<file path="src/rtl/cla_subtractor_pipe_32bit_if.sv">
// Handshake and data bundle for cla_subtractor_pipe_32bit.
// The operand side (valid_i/ready_o) and the result side (valid_o/ready_i)
// share one bundle, so the signal names match the block's port names.
interface cla_subtractor_pipe_32bit_if #(
  parameter int P_WIDTH = 32
);
  logic               valid_i;
  logic               ready_o;
  logic [P_WIDTH-1:0] a_i;
  logic [P_WIDTH-1:0] b_i;
  logic               borrow_i;
  logic               valid_o;
  logic               ready_i;
  logic [P_WIDTH-1:0] diff_o;
  logic               borrow_o;
  logic               overflow_o;

  modport master (
    output valid_i, a_i, b_i, borrow_i, ready_i,
    input  ready_o, valid_o, diff_o, borrow_o, overflow_o
  );

  modport slave (
    input  valid_i, a_i, b_i, borrow_i, ready_i,
    output ready_o, valid_o, diff_o, borrow_o, overflow_o
  );
endinterface

</file>
<file path="src/rtl/cla_subtractor_pipe_32bit.sv">
// Pipelined subtractor: diff = a + ~b + ~borrow_in, resolved P_SLICE bits per
// stage with a full carry-lookahead inside each slice. Operands are stored
// skewed: each stage keeps only the operand bits still to be processed and
// the result bits produced so far. Requires P_WIDTH/P_SLICE >= 2.
module cla_subtractor_pipe_32bit #(
  parameter int P_WIDTH = 32,
  parameter int P_SLICE = 8
) (
  input logic                        clk_i,
  input logic                        rst_ni,
  cla_subtractor_pipe_32bit_if.slave bus
);

  localparam int N     = P_WIDTH / P_SLICE;
  // Triangular packing: stage s (s < N-1) keeps P_WIDTH-(s+1)*P_SLICE operand
  // bits and (s+1)*P_SLICE result bits, concatenated in stage order.
  localparam int OPS_W = (N - 1) * P_WIDTH - (P_SLICE * (N - 1) * N) / 2;
  localparam int RES_W = (P_SLICE * (N - 1) * N) / 2;

  // One slice of lookahead addition: returns {carry_out, sum}.
  // Every carry is a flat sum of generate/propagate products.
  function automatic logic [P_SLICE:0] cla_slice(
    input logic [P_SLICE-1:0] a,
    input logic [P_SLICE-1:0] bn,
    input logic               cin
  );
    logic [P_SLICE-1:0] g;
    logic [P_SLICE-1:0] p;
    logic [P_SLICE:0]   c;
    logic               prop;
    g    = a & bn;
    p    = a ^ bn;
    c    = '0;
    c[0] = cin;
    for (int unsigned i = 0; i < P_SLICE; i++) begin
      c[i+1] = g[i];
      prop   = p[i];
      for (int unsigned k = 0; k < i; k++) begin
        c[i+1] = c[i+1] | (prop & g[i-1-k]);
        prop   = prop & p[i-1-k];
      end
      c[i+1] = c[i+1] | (prop & cin);
    end
    return {c[P_SLICE], p ^ c[P_SLICE-1:0]};
  endfunction

  logic               en;
  logic [N-1:0]       v_q;
  logic [N-2:0]       carry_q;
  logic [N-2:0]       carry_d;
  logic [OPS_W-1:0]   ops_a_q;
  logic [OPS_W-1:0]   ops_a_d;
  logic [OPS_W-1:0]   ops_b_q;
  logic [OPS_W-1:0]   ops_b_d;
  logic [RES_W-1:0]   res_q;
  logic [RES_W-1:0]   res_d;
  logic [P_WIDTH-1:0] fin_diff;
  logic               fin_borrow;
  logic               fin_ovf;
  logic [P_WIDTH-1:0] diff_q;
  logic               borrow_q;
  logic               ovf_q;

  assign en          = ~v_q[N-1] | bus.ready_i;
  assign bus.ready_o = en & rst_ni;

  for (genvar s = 0; s < N; s++) begin : g_stage
    logic [P_SLICE-1:0] a_sl;
    logic [P_SLICE-1:0] b_sl;
    logic               c_in;
    logic [P_SLICE:0]   sl;

    if (s == 0) begin : g_head
      assign a_sl = bus.a_i[P_SLICE-1:0];
      assign b_sl = bus.b_i[P_SLICE-1:0];
      assign c_in = ~bus.borrow_i;
      assign ops_a_d[0 +: P_WIDTH-P_SLICE] = bus.a_i[P_WIDTH-1:P_SLICE];
      assign ops_b_d[0 +: P_WIDTH-P_SLICE] = bus.b_i[P_WIDTH-1:P_SLICE];
      assign res_d[0 +: P_SLICE]           = sl[P_SLICE-1:0];
    end else begin : g_body
      localparam int OO_IN = (s - 1) * P_WIDTH - (P_SLICE * (s - 1) * s) / 2;
      localparam int RO_IN = (P_SLICE * (s - 1) * s) / 2;

      assign a_sl = ops_a_q[OO_IN +: P_SLICE];
      assign b_sl = ops_b_q[OO_IN +: P_SLICE];
      assign c_in = carry_q[s-1];

      if (s < N - 1) begin : g_mid
        localparam int OO_OUT = s * P_WIDTH - (P_SLICE * s * (s + 1)) / 2;
        localparam int OW_OUT = P_WIDTH - (s + 1) * P_SLICE;
        localparam int RO_OUT = (P_SLICE * s * (s + 1)) / 2;

        assign ops_a_d[OO_OUT +: OW_OUT] = ops_a_q[OO_IN+P_SLICE +: OW_OUT];
        assign ops_b_d[OO_OUT +: OW_OUT] = ops_b_q[OO_IN+P_SLICE +: OW_OUT];
        assign res_d[RO_OUT +: (s+1)*P_SLICE] =
          {sl[P_SLICE-1:0], res_q[RO_IN +: s*P_SLICE]};
      end else begin : g_tail
        assign fin_diff   = {sl[P_SLICE-1:0], res_q[RO_IN +: s*P_SLICE]};
        assign fin_borrow = ~sl[P_SLICE];
        assign fin_ovf    = (a_sl[P_SLICE-1] ^ b_sl[P_SLICE-1]) &
                            (sl[P_SLICE-1] ^ a_sl[P_SLICE-1]);
      end
    end

    assign sl = cla_slice(a_sl, ~b_sl, c_in);

    if (s < N - 1) begin : g_carry
      assign carry_d[s] = sl[P_SLICE];
    end
  end

  // Stage valids and the result registers: cleared by reset, move on en.
  always_ff @(posedge clk_i) begin
    if (!rst_ni) begin
      v_q      <= '0;
      diff_q   <= '0;
      borrow_q <= 1'b0;
      ovf_q    <= 1'b0;
    end else if (en) begin
      v_q <= {v_q[N-2:0], bus.valid_i & bus.ready_o};
      // Result registers only load real beats, so a bubble never shows data.
      if (v_q[N-2]) begin
        diff_q   <= fin_diff;
        borrow_q <= fin_borrow;
        ovf_q    <= fin_ovf;
      end
    end
  end

  // Inner datapath registers: meaningful only where the matching valid is set.
  always_ff @(posedge clk_i) begin
    if (en) begin
      carry_q <= carry_d;
      ops_a_q <= ops_a_d;
      ops_b_q <= ops_b_d;
      res_q   <= res_d;
    end
  end

  assign bus.valid_o    = v_q[N-1];
  assign bus.diff_o     = diff_q;
  assign bus.borrow_o   = borrow_q;
  assign bus.overflow_o = ovf_q;

endmodule

</file>
<file path="src/flat_wrapper.sv">
// flat-port wrapper written by rule: the top's interface ports become plain ports
module cla_subtractor_pipe_32bit_flat 
#(
  parameter int P_WIDTH = 32,
  parameter int P_SLICE = 8
)
  (clk_i, rst_ni, bus_valid_i, bus_a_i, bus_b_i, bus_borrow_i, bus_ready_i, bus_ready_o, bus_valid_o, bus_diff_o, bus_borrow_o, bus_overflow_o);
  cla_subtractor_pipe_32bit_if #(.P_WIDTH(P_WIDTH)) bus_i ();
  input logic clk_i;
  input logic rst_ni;
  input wire logic [$bits(bus_i.valid_i)-1:0] bus_valid_i;
  input wire logic [$bits(bus_i.a_i)-1:0] bus_a_i;
  input wire logic [$bits(bus_i.b_i)-1:0] bus_b_i;
  input wire logic [$bits(bus_i.borrow_i)-1:0] bus_borrow_i;
  input wire logic [$bits(bus_i.ready_i)-1:0] bus_ready_i;
  output wire logic [$bits(bus_i.ready_o)-1:0] bus_ready_o;
  output wire logic [$bits(bus_i.valid_o)-1:0] bus_valid_o;
  output wire logic [$bits(bus_i.diff_o)-1:0] bus_diff_o;
  output wire logic [$bits(bus_i.borrow_o)-1:0] bus_borrow_o;
  output wire logic [$bits(bus_i.overflow_o)-1:0] bus_overflow_o;
  assign bus_i.valid_i = bus_valid_i;
  assign bus_i.a_i = bus_a_i;
  assign bus_i.b_i = bus_b_i;
  assign bus_i.borrow_i = bus_borrow_i;
  assign bus_i.ready_i = bus_ready_i;
  assign bus_ready_o = bus_i.ready_o;
  assign bus_valid_o = bus_i.valid_o;
  assign bus_diff_o = bus_i.diff_o;
  assign bus_borrow_o = bus_i.borrow_o;
  assign bus_overflow_o = bus_i.overflow_o;
  cla_subtractor_pipe_32bit #(.P_WIDTH(P_WIDTH), .P_SLICE(P_SLICE)) u_core (.clk_i(clk_i), .rst_ni(rst_ni), .bus(bus_i));
endmodule
</file>
<file path="config.mk">
export PLATFORM = sky130hd
export DESIGN_NAME = cla_subtractor_pipe_32bit_flat
export DESIGN_NICKNAME = d
export VERILOG_FILES = /design/src/rtl/cla_subtractor_pipe_32bit_if.sv /design/src/rtl/cla_subtractor_pipe_32bit.sv /design/src/flat_wrapper.sv
export SDC_FILE = /design/constraint.sdc
export NUM_CORES = 1
export LEC_CHECK = 0
export BUFFER_PORTS_ARGS = -buffer_cell sky130_fd_sc_hd__buf_2
export CAP_MARGIN = 20
export CORE_MARGIN = 2
export CORE_UTILIZATION = 50
export CTS_CLUSTER_DIAMETER = 200
export DETAILED_ROUTE_END_ITERATION = 6
export PLACE_DENSITY = 0.73
export SLEW_MARGIN = 20
export SYNTH_ARGS = -nofsm -noshare
export SYNTH_HDL_FRONTEND = slang
export SYNTH_SLANG_ARGS = --single-unit
export TNS_END_PERCENT = 20
</file>
<file path="constraint.sdc">
create_clock -name clk_i -period 4 [get_ports clk_i]
set_input_delay 0.4 -clock clk_i [delete_from_list [all_inputs] [get_ports clk_i]]
set_output_delay 0.4 -clock clk_i [all_outputs]
set_load 0.02 [all_outputs]
</file>
Word-level counts from Yosys, hierarchy flattened
Index checks and enable logic that the tools add are counted.
{"block": "op_classes", "n_bitwise": 425, "n_reduce_logical": 1}
{"operator": "$and 1x1->1", "count": 259}
{"operator": "$or 1x1->1", "count": 145}
{"operator": "$xor 8x8->8", "count": 8}
{"operator": "$and 8x8->8", "count": 4}
{"operator": "$not 8->8", "count": 4}
{"operator": "$not 1->1", "count": 3}
{"operator": "$reduce_and 2->1", "count": 1}
{"operator": "$xor 1x1->1", "count": 2}
{"block": "totals", "ff_bits": 185, "output_inout_bits": 36, "wordCells": 434}

Longest topological paths before layout
Gate-level depths: netlist (run 1).
{"block": "depth", "ltp_word": 13, "ltp_mapped": 8, "depth_no_buf": 8}

Worst setup path after synthesis (run 1)
Ideal clock, no wire load.
{"block": "synth_path", "path_kind": "input port to flip-flop", "start": "in bus_ready_i", "end": "reg u_core.diff_q[25], in the netlist u_core.bus.diff_o[25]", "setup_ps": 116, "t_arrival_ps": 3072, "setup_slack_ps": 812, "path_stages": 6, "n_path_buf": 2, "path_cell_list": "nand2b_1 -> buf_2 -> and2_1 -> clkbuf_1 -> nand2_1 -> o211a_1"}
{"block": "synth_between", "elab_chain_cells": 2}
{"element": "from (decl)", "line": "flat_wrapper.sv:15", "rtl": "input wire logic [$bits(bus_i.ready_i)-1:0] bus_ready_i;"}
{"element": "$or 1x1->1", "line": "cla_subtractor_pipe_32bit.sv:64", "rtl": "assign en = ~v_q[N-1] | bus.ready_i;"}
{"element": "$reduce_and 2->1 (no source line)"}
{"element": "to (signal assigned)", "line": "cla_subtractor_pipe_32bit.sv:123", "rtl": "diff_q <= fin_diff;"}
{"element": "to (decl)", "line": "cla_subtractor_pipe_32bit.sv:60", "rtl": "logic [P_WIDTH-1:0] diff_q;"}
No other way between the ends.
A chain may end at the register's enable or synchronous reset.

Worst setup path after layout (run 1)
{"block": "layout_path", "start": "reg u_core.v_q[3]", "end": "out bus_ready_o"}
{"block": "layout_between", "elab_chain_cells": 3}
{"element": "from (decl)", "line": "cla_subtractor_pipe_32bit.sv:48", "rtl": "logic [N-1:0] v_q;"}
{"element": "from (signal assigned)", "line": "cla_subtractor_pipe_32bit.sv:120", "rtl": "v_q <= {v_q[N-2:0], bus.valid_i & bus.ready_o};"}
{"element": "$not 1->1", "line": "cla_subtractor_pipe_32bit.sv:64"}
{"element": "$or 1x1->1", "line": "cla_subtractor_pipe_32bit.sv:64"}
{"element": "$and 1x1->1", "line": "cla_subtractor_pipe_32bit.sv:65", "rtl": "assign bus.ready_o = en & rst_ni;"}
{"element": "to (decl)", "line": "flat_wrapper.sv:16", "rtl": "output wire logic [$bits(bus_i.ready_o)-1:0] bus_ready_o;"}
No other way between the ends.

==> metrics.md, run 1 <==
| Metric | Value |
|---|---|
| Outcome | `complete, no violations` |
| TritonCTS sink count | `185` |
| Adder-cell share of the synthesized area | `6.85%` |
| Remaining antenna violation count | `0` |
| DP HPWL | `7220 µm` |
| Syn_nets | `572` |
| Slew Viols, Final | `0` |
| Global Route Usage Sum | `14.9%` |
| WHS | `0.157 ns` |
| Syn Area/Cell | `15.0 µm²` |
| Distinct cells, synth | `31` |
| Core box area | `13800 µm²` |
| Met1 usage | `18.5%` |
| H-tree levels | `4` |
| CTS clk-pin slew, worst paths | `0.07 ns` |
| Critical Path RT | `3.60 ns` |
| Synth Area in Compound Gates | `7.94%` |
| GRT met3 Usage | `4.46%` |
| Sequential fraction of the synthesis area | `73.8%` |
| Pre-CTS WS | `1.76 ns` |
| Setup TNS | `0 ns` |
| Synth Flop Type | `edfxtp_1` |
| Pwr dens | `509 nW/µm²` |
| Ant. Diodes | `0` |
| Fin crit share | `57.6%` |
| Wire per inst | `13.9 µm` |
| Synth Area in Simple Gates | `4.85%` |
| Max_cap viols | `0` |
| Top cells by count, synth | `edfxtp_1 (147), nand2_1 (61), inv_1 (42)` |
| Leak | `3.49 nW` |
| Finished Cell Area | `8320 µm²` |
| CP Class | `reg -> out` |
| # setup viols final | `0` |
| Final Hold Vio Count | `0` |
| Pwr Total | `0.00424 W` |
| Post-CTS Setup Repair Bufs | `0` |
| Hold-fix buffers, CTS | `0` |
| Post-Route WL | `10800 µm` |
| Critical Path Source Type | `register` |
| Initial core utilization | `50.9%` |
| Main combinational cell family by area after synthesis | `compound AO/OA/AOI/OAI gates` |
| Synth Area in XOR/XNOR | `3.37%` |
| Synthesized area | `7020 µm²` |
| Setup crit end kind | `primary output` |
| Yosys reg bits | `185` |
| Yosys warns | `0` |
| # nets final | `687` |
| Worst hold path class | `in -> reg` |
| IO Count | `105` |
| Met2 Use GR | `24.0%` |
| Final WS setup | `1.70 ns` |
| Root Driver | `clkbuf_16` |
| Die area | `15000 µm²` |
| DRC viols | `0` |
| Tmin final | `2.30 ns` |
| Top cell type by total area after synthesis | `edfxtp_1` |
| Cell row count | `43` |
| Peak supply drop | `307 µV` |
| Clk_skew | `0.00813 ns` |
| Iter 0 DRT Violations | `319` |
| Gr busiest metal | `met2` |
| Largest net degree at the start of global routing | `80` |
| Initial antenna violation count | `0` |
| Skew-Pair Late Insertion Delay | `0.41 ns` |
| Fmax | `434 MHz` |
| RSZ-0062 raised after global routing | `no` |
| Die extent in x | `122 µm` |
| Total number of vias | `3799` |
| GRT overflow | `0` |
| CTS max path bufs | `2` |
| PostCTS Resize Cnt | `0` |
| Placed Instance Area | `7760 µm²` |
| Async SR Flop Fraction | `0%` |
| Mux share of post-synthesis cell area | `0.285%` |
| CTS buffer count | `17` |
| DR pass1 iterations | `4` |
| Vias in the first global route | `3629` |
| Drt via density | `4.90` |
| Layout area overhead | `18.6%` |
| Worst-margin pin slew | `0.964 ns` |
| TritonCTS clock tree | `built` |
| Rel. slew slack | `35.7%` |
| Arrival @ worst endpoint | `1.90 ns` |
| First-pass GRT wire length | `16800 µm` |
| Fraction of layout instances using a drive strength above 1 | `23.7%` |
| Placer Congestion | `0.756` |
| Port bufs | `104` |
| DIE HEIGHT | `122 µm` |
| Post-synth EDFFs | `147` |
| Mapped Cells | `467` |
| Top cells by area, synth | `edfxtp_1 (63%), dfxtp_1 (11%), ha_1 (5.7%), nand2_1 (3.3%), a21boi_0 (2.8%)` |
| Crit-path max FO | `79` |
| Synth top area share | `62.9%` |
| Top-count cell post-synth | `edfxtp_1` |
## report_power, final
group | switching [W] | internal [W]
logic | 0.000164 | 0.000145
registers | 0.0000580 | 0.00230
clock network | 0.000667 | 0.000906
## state kept, by name, summed over array words and instances, names as in the netlist
register               count
u_core.ops_a_q            48
u_core.ops_b_q            48
u_core.res_q              48
u_core.bus.diff_o         32
u_core.v_q                 4
u_core.carry_q             3
u_core.bus.borrow_o        1
u_core.bus.overflow_o      1
## layer usage
layer | wire length, µm | part of all wire (%)
met1 | 4740 | 44
met5 | 0 | 0
met3 | 573 | 5.3
met4 | 180 | 1.7
met2 | 5270 | 49
## cells by family (layout without fill, tap and decap cells)
kind of cell | count (synthesis) | in the layout
xor gates and xnor gates | 27 | 27
and+or+nand+nor | 81 | 81
muxes | 2 | 2
AOI/OAI and AO/OA | 82 | 82
DFF | 185 | 185
adders and majority gates | 36 | 36
buffers and inverters | 54 | 182
## critical path: stages, from the launching register on
cell and delay, ns:
dfxtp_1 0.33, nand2b_4 0.08, buf_4 0.70, and2_1 0.22
buf_2 0.16
## cells in the final DEF (no fill, tap or decap), types with 2 or more instances in the layout
cell | netlist | final
xor2_1 | 10 | 10
dfxtp_1 | 38 | 38
buf_2 | 4 | 104
ha_1 | 32 | 32
fa_1 | 4 | 4
nor3_1 | 2 | 2
clkinv_2 | 0 | 3
o21ai_0 | 8 | 8
nand2_1 | 61 | 61
clkbuf_16 | 0 | 17
nor2_1 | 4 | 4
inv_6 | 0 | 2
clkbuf_8 | 0 | 3
and2_1 | 6 | 6
nor2b_1 | 6 | 6
edfxtp_1 | 147 | 147
o21ai_1 | 4 | 4
o21bai_1 | 8 | 8
a21o_1 | 6 | 6
inv_1 | 42 | 42
a21oi_1 | 16 | 16
clkinvlp_4 | 0 | 4
buf_4 | 0 | 3
mux2i_1 | 2 | 2
a21boi_0 | 26 | 26
a211oi_1 | 3 | 3
a211oi_2 | 2 | 2
a31oi_1 | 4 | 4
xnor2_1 | 17 | 17
## final cells by class
| cell class | count | area (µm²) |
|---|---|---|
| repair buffers | 108 | 558 |
| flip-flops and latches | 185 | 5170 |
| clock buffers | 21 | 470 |
| well taps | 180 | 225 |
| fillers | 1093 | 5450 |
| multi-input cells | 228 | 1640 |
| clock inverters | 11 | 96.3 |
| inverters | 42 | 158 |
## through the flow
stage | std cells | utilization, %
5_1_grt | 775 | 60.4
3_5_place_dp | 743 | 56.3
6_report | 775 | 60.4
2_1_floorplan | 467 | -
3_3_place_gp | 742 | 56.2
4_1_cts | 775 | 60.4
## worst paths after layout
path / endpoint / depth (start not counted) / startpoint / slack [ns]
worst max-delay path: bus_ready_o / 4 / u_core.v_q[3]$_SDFFE_PN0N_ / 1.70
worst min-delay path: u_core.ops_b_q[19]$_DFFE_PN_ / 1 / bus_b_i[27] / 0.16
worst max register to register: u_core.res_q[47]$_DFFE_PN_ / 7 / u_core.ops_a_q[24]$_DFFE_PN_ / 1.76
worst min register to register: u_core.ops_b_q[47]$_DFFE_PN_ / 0 / u_core.ops_b_q[39]$_DFFE_PN_ / 0.42
(Power assumes the default switching activity.)
==> run 2: changes to the inputs <==
- ABC_AREA: not set -> 1
- clock period: 4 -> 2.15 ns (I/O delays scaled with it)
==> run 2 against run 1 <==
Worst hold slack worse by 0.054 ns. Sequential cell count unchanged. Sequential share of layout area down 7.0 points. Combinational power grew to 3.0 times the previous value. Sequential power is 89% higher. Critical path type is now reg -> reg. Critical endpoint is now u_core.carry_q[2]$_DFFE_PN_.
==> metrics.md, run 2 <==
| Metric | Value |
|---|---|
| Critical Path RT | `2.32 ns (-1.28 ns)` |
| Combinational Power Share | `11.2% (+3.9 points)` |
| Clk_skew | `0.00679 ns (-0.00134 ns)` |
| Fin crit share | `86.5%` |
| TritonCTS clock tree | `built` |
| CTS clk-pin slew, worst paths | `0.07 ns (about the same)` |
| Mux share of post-synthesis cell area | `0% (-0.29 points)` |
| Die extent in x | `127 µm (+3.7%)` |
| Crit-path max FO | `5 (-94%)` |
| WHS | `0.104 ns (-0.0536 ns)` |
| Leading cell type in the layout, fill and taps excluded | `edfxtp_1` |
| Port bufs | `104 (unchanged)` |
| Arrival @ worst endpoint | `2.03 ns (+0.13 ns)` |
| Async SR Flop Fraction | `0% (unchanged)` |
| Int Pwr | `0.00635 W (+89%)` |
| Worst reg-to-reg setup slack | `0.29 ns (-1.47 ns)` |
| Multi-input gate area | `1990 µm² (+21%)` |
| IO Count | `105 (unchanged)` |
| Initial core utilization | `51.7% (+0.73 points)` |
| Pwr Total | `0.00838 W (+98%)` |
| Synth Area in XOR/XNOR | `2.31% (-1.1 points)` |
| Switch share | `24.2% (+3.3 points)` |
| DIE HEIGHT | `127 µm (+3.7%)` |
| Finished Cell Area | `9390 µm² (+13%)` |
| DRC viols | `0 (unchanged)` |
| Outcome | `complete, no violations` |
| Reg area | `5180 µm² (about the same)` |
| Wire per inst | `14.1 µm (+1.4%)` |
| First-pass GRT wire length | `22500 µm (+34%)` |
| Core box area | `14600 µm² (+6.3%)` |
| DR pass1 iterations | `4 (unchanged)` |
| H-tree levels | `4 (unchanged)` |
| P_sw | `0.00203 W (+130%)` |
| Critical Path Max Stage Delay | `0.35 ns (-0.35 ns)` |
| Worst-margin pin slew | `0.364 ns (-0.600 ns)` |
| Sequential power share | `53.3% (-2.3 points)` |
| Synth top area share | `58.3% (-4.6 points)` |
| Post-synth EDFFs | `147 (unchanged)` |
| Ant. Diodes | `0 (unchanged)` |
| Post-CTS Setup Repair Bufs | `0 (unchanged)` |
| Largest net degree at the start of global routing | `67 (-16%)` |
| Yosys warns | `0 (unchanged)` |
| Remaining antenna violation count | `0 (unchanged)` |
| Placed Cells incl. Taps | `893 (+20%)` |
| Peak supply drop | `579 µV (+89%)` |
| Iter 0 DRT Violations | `333 (+4.4%)` |
| Root Driver | `clkbuf_16` |
| GRT overflow | `0 (unchanged)` |
| Drt via density | `4.97 (+1.3%)` |
| Distinct cells, synth | `34 (+9.7%)` |
| Rel. slew slack | `75.7% (+40 points)` |
| # setup viols final | `0 (unchanged)` |
| Total number of vias | `4832 (+27%)` |
| Top cell type by total area after synthesis | `edfxtp_1` |
| Initial antenna violation count | `0 (unchanged)` |
| Worst hold path class | `in -> reg` |
| Adder-cell share of the synthesized area | `6.35% (-0.50 points)` |
| Max_cap viols | `0 (unchanged)` |
| Cell row count | `44 (+2.3%)` |
| # nets final | `881 (+28%)` |
| Placer Congestion | `0.857 (+13%)` |
| Setup crit end kind | `register` |
| Die area | `16100 µm² (+7.6%)` |
| Hold depth | `3 (+2)` |
| Vias in the first global route | `4911 (+35%)` |
| Tmin final | `1.86 ns` |
| Synthesized area | `7570 µm² (+7.8%)` |
| Non-filler cells, final | `973 (+26%)` |
| Crit path top cell by count | `nand2_1` |
| Sequential fraction of the synthesis area | `68.4% (-5.4 points)` |
| Top cells by area, synth | `edfxtp_1 (58%), dfxtp_1 (10%), ha_1 (5.3%), inv_1 (4.0%), nor2_1 (3.7%)` |
| Fmax | `538 MHz` |
| Mapped Cells | `612 (+31%)` |
| Critical Path Source Type | `register` |
| CP max-delay cell | `ha_1` |
| Leak | `4.21 nW (+21%)` |
| Placed Instance Area | `8330 µm² (+7.4%)` |
| Final core utilization | `64.1% (+3.7 points)` |
| Most frequent cells in the layout | `edfxtp_1 (147), buf_2 (104), inv_1 (78)` |
| Synth Flop Type | `edfxtp_1` |
| Main combinational cell family by area after synthesis | `simple AND/OR/NAND/NOR gates` |
| CTS buffer count | `17 (unchanged)` |
| Syn_nets | `717 (+25%)` |
| # fillers | `1067 (-2.4%)` |
| Worst-case reg-to-reg path depth | `10 (+3)` |
| Skew-Pair Late Insertion Delay | `0.42 ns (about the same)` |
| TritonCTS sink count | `185 (unchanged)` |
| Clk pwr share | `35.5% (-1.6 points)` |
| CP Class | `reg -> reg` |
| Layout area overhead | `24.0%` |
| Yosys reg bits | `185 (unchanged)` |
| CTS max path bufs | `2 (unchanged)` |
| Pwr dens | `893 nW/µm² (+75%)` |
| Synth Area in Simple Gates | `13.3% (+8.4 points)` |
| Top cells by count, synth | `edfxtp_1 (147), inv_1 (80), nor2_1 (75)` |
| Global Route Usage Sum | `17.8% (+2.9 points)` |
| Top-count cell post-synth | `edfxtp_1` |
| Syn Area/Cell | `12.4 µm² (-18%)` |
| Post-Route WL | `13700 µm (+27%)` |
| Regs by FF count | `u_core.ops_a_q: 48 flops, u_core.ops_b_q: 48 flops, u_core.res_q: 48 flops` |
| Slew Viols, Final | `0 (unchanged)` |
| Fraction of layout instances using a drive strength above 1 | `21.3% (-2.4 points)` |
| CP Cell Sequence | `inv_1, ha_1, nand2_1, nor2_2, nand2_1, o2111ai_1, nor2_1, nand3_1, nand2_1, nand2_1` |
| DP HPWL | `9020 µm (+25%)` |
| RSZ-0062 raised after global routing | `no` |
| Synth Area in Compound Gates | `4.33% (-3.6 points)` |
| Final Hold Vio Count | `0 (unchanged)` |
-- run 2: cell types whose count changed after synthesis, sizes merged, moves of 7 or more --
cell | before | now
a21boi | 26 | 0
o21bai | 8 | 1
o21ai | 12 | 31
nor2 | 4 | 81
nand3 | 1 | 49
nand4 | 0 | 17
inv | 42 | 82
xnor2 | 17 | 2
xor2 | 10 | 18
-- run 2: worst paths after layout --
path	startpoint	end
setup / recovery	u_core.ops_b_q[29]$_DFFE_PN_	u_core.carry_q[2]$_DFFE_PN_
hold / removal	bus_valid_i	u_core.v_q[0]$_SDFFE_PN0N_
setup reg to reg	u_core.ops_b_q[29]$_DFFE_PN_	u_core.carry_q[2]$_DFFE_PN_
hold reg to reg	u_core.res_q[18]$_DFFE_PN_	u_core.res_q[34]$_DFFE_PN_
-- run 2: through the flow --
| step | setup TNS, ns | worst slack (ns) |
|---|---|---|
| global route | 0 | 0.120 |
| CTS | 0 | 0.335 |
| floorplan | -171.59 | -1.15 |
| global placement | 0 | 0.444 |
| detailed placement | 0 | 0.367 |
| finish | 0 | 0.290 |
-- run 2: power groups by stage --
stage	clock, W	combinational (W)	sequential [W]
floorplan	0	0.000586	0.00454
global placement	0	0.000818	0.00452
detailed placement	0	0.000858	0.00454
CTS	0.00306	0.000937	0.00447
global route	0.00319	0.00105	0.00450
finish	0.00297	0.000941	0.00447
-- run 2: critical path, delay by kind of cell, from the launching register on --
family / cells / cell delay, ns
compound gates: 1 / 0.14
fa+ha+maj: 1 / 0.35
buf+inv: 1 / 0.04
flops: 1 / 0.33
simple gates: 7 / 0.74
-- run 2: metal layers --
layer | part of all wire (%) | global-route usage (%) | vias up
met3 | 3.9 | 4.02 | 28
met4 | 2.2 | 7.30 | 0
li1 | - | - | 2426
met5 | 0 | 0 | -
met1 | 41 | 20.4 | 2247
met2 | 53 | 32.1 | 131
-- run 2: kinds of logic (layout without fill, tap and decap cells) --
logic type / after synthesis / in the layout
and+or+nand+nor: 213 / 213
xor gates and xnor gates: 20 / 20
adders and majority gates: 36 / 36
DFF: 185 / 185
AOI/OAI and AO/OA: 59 / 59
buffers and inverters: 99 / 276
-- run 2: cell type report --
| class | count | share of cell area [%] |
|---|---|---|
| repair buffers | 160 | 11.7 |
| well taps | 184 | 2.45 |
| inverters | 84 | 3.40 |
| clock inverters | 14 | 1.52 |
| flip-flops and latches | 185 | 55.2 |
| multi-input cells | 328 | 21.2 |
| clock buffers | 18 | 4.57 |
-- run 2: what timing repair did --
item                                   in CTS  in global routing
gates resized for setup                     0                  0
hold buffers                               48                  0
setup endpoints to repair                   0                  0
endpoints found under the hold margin      48                  0
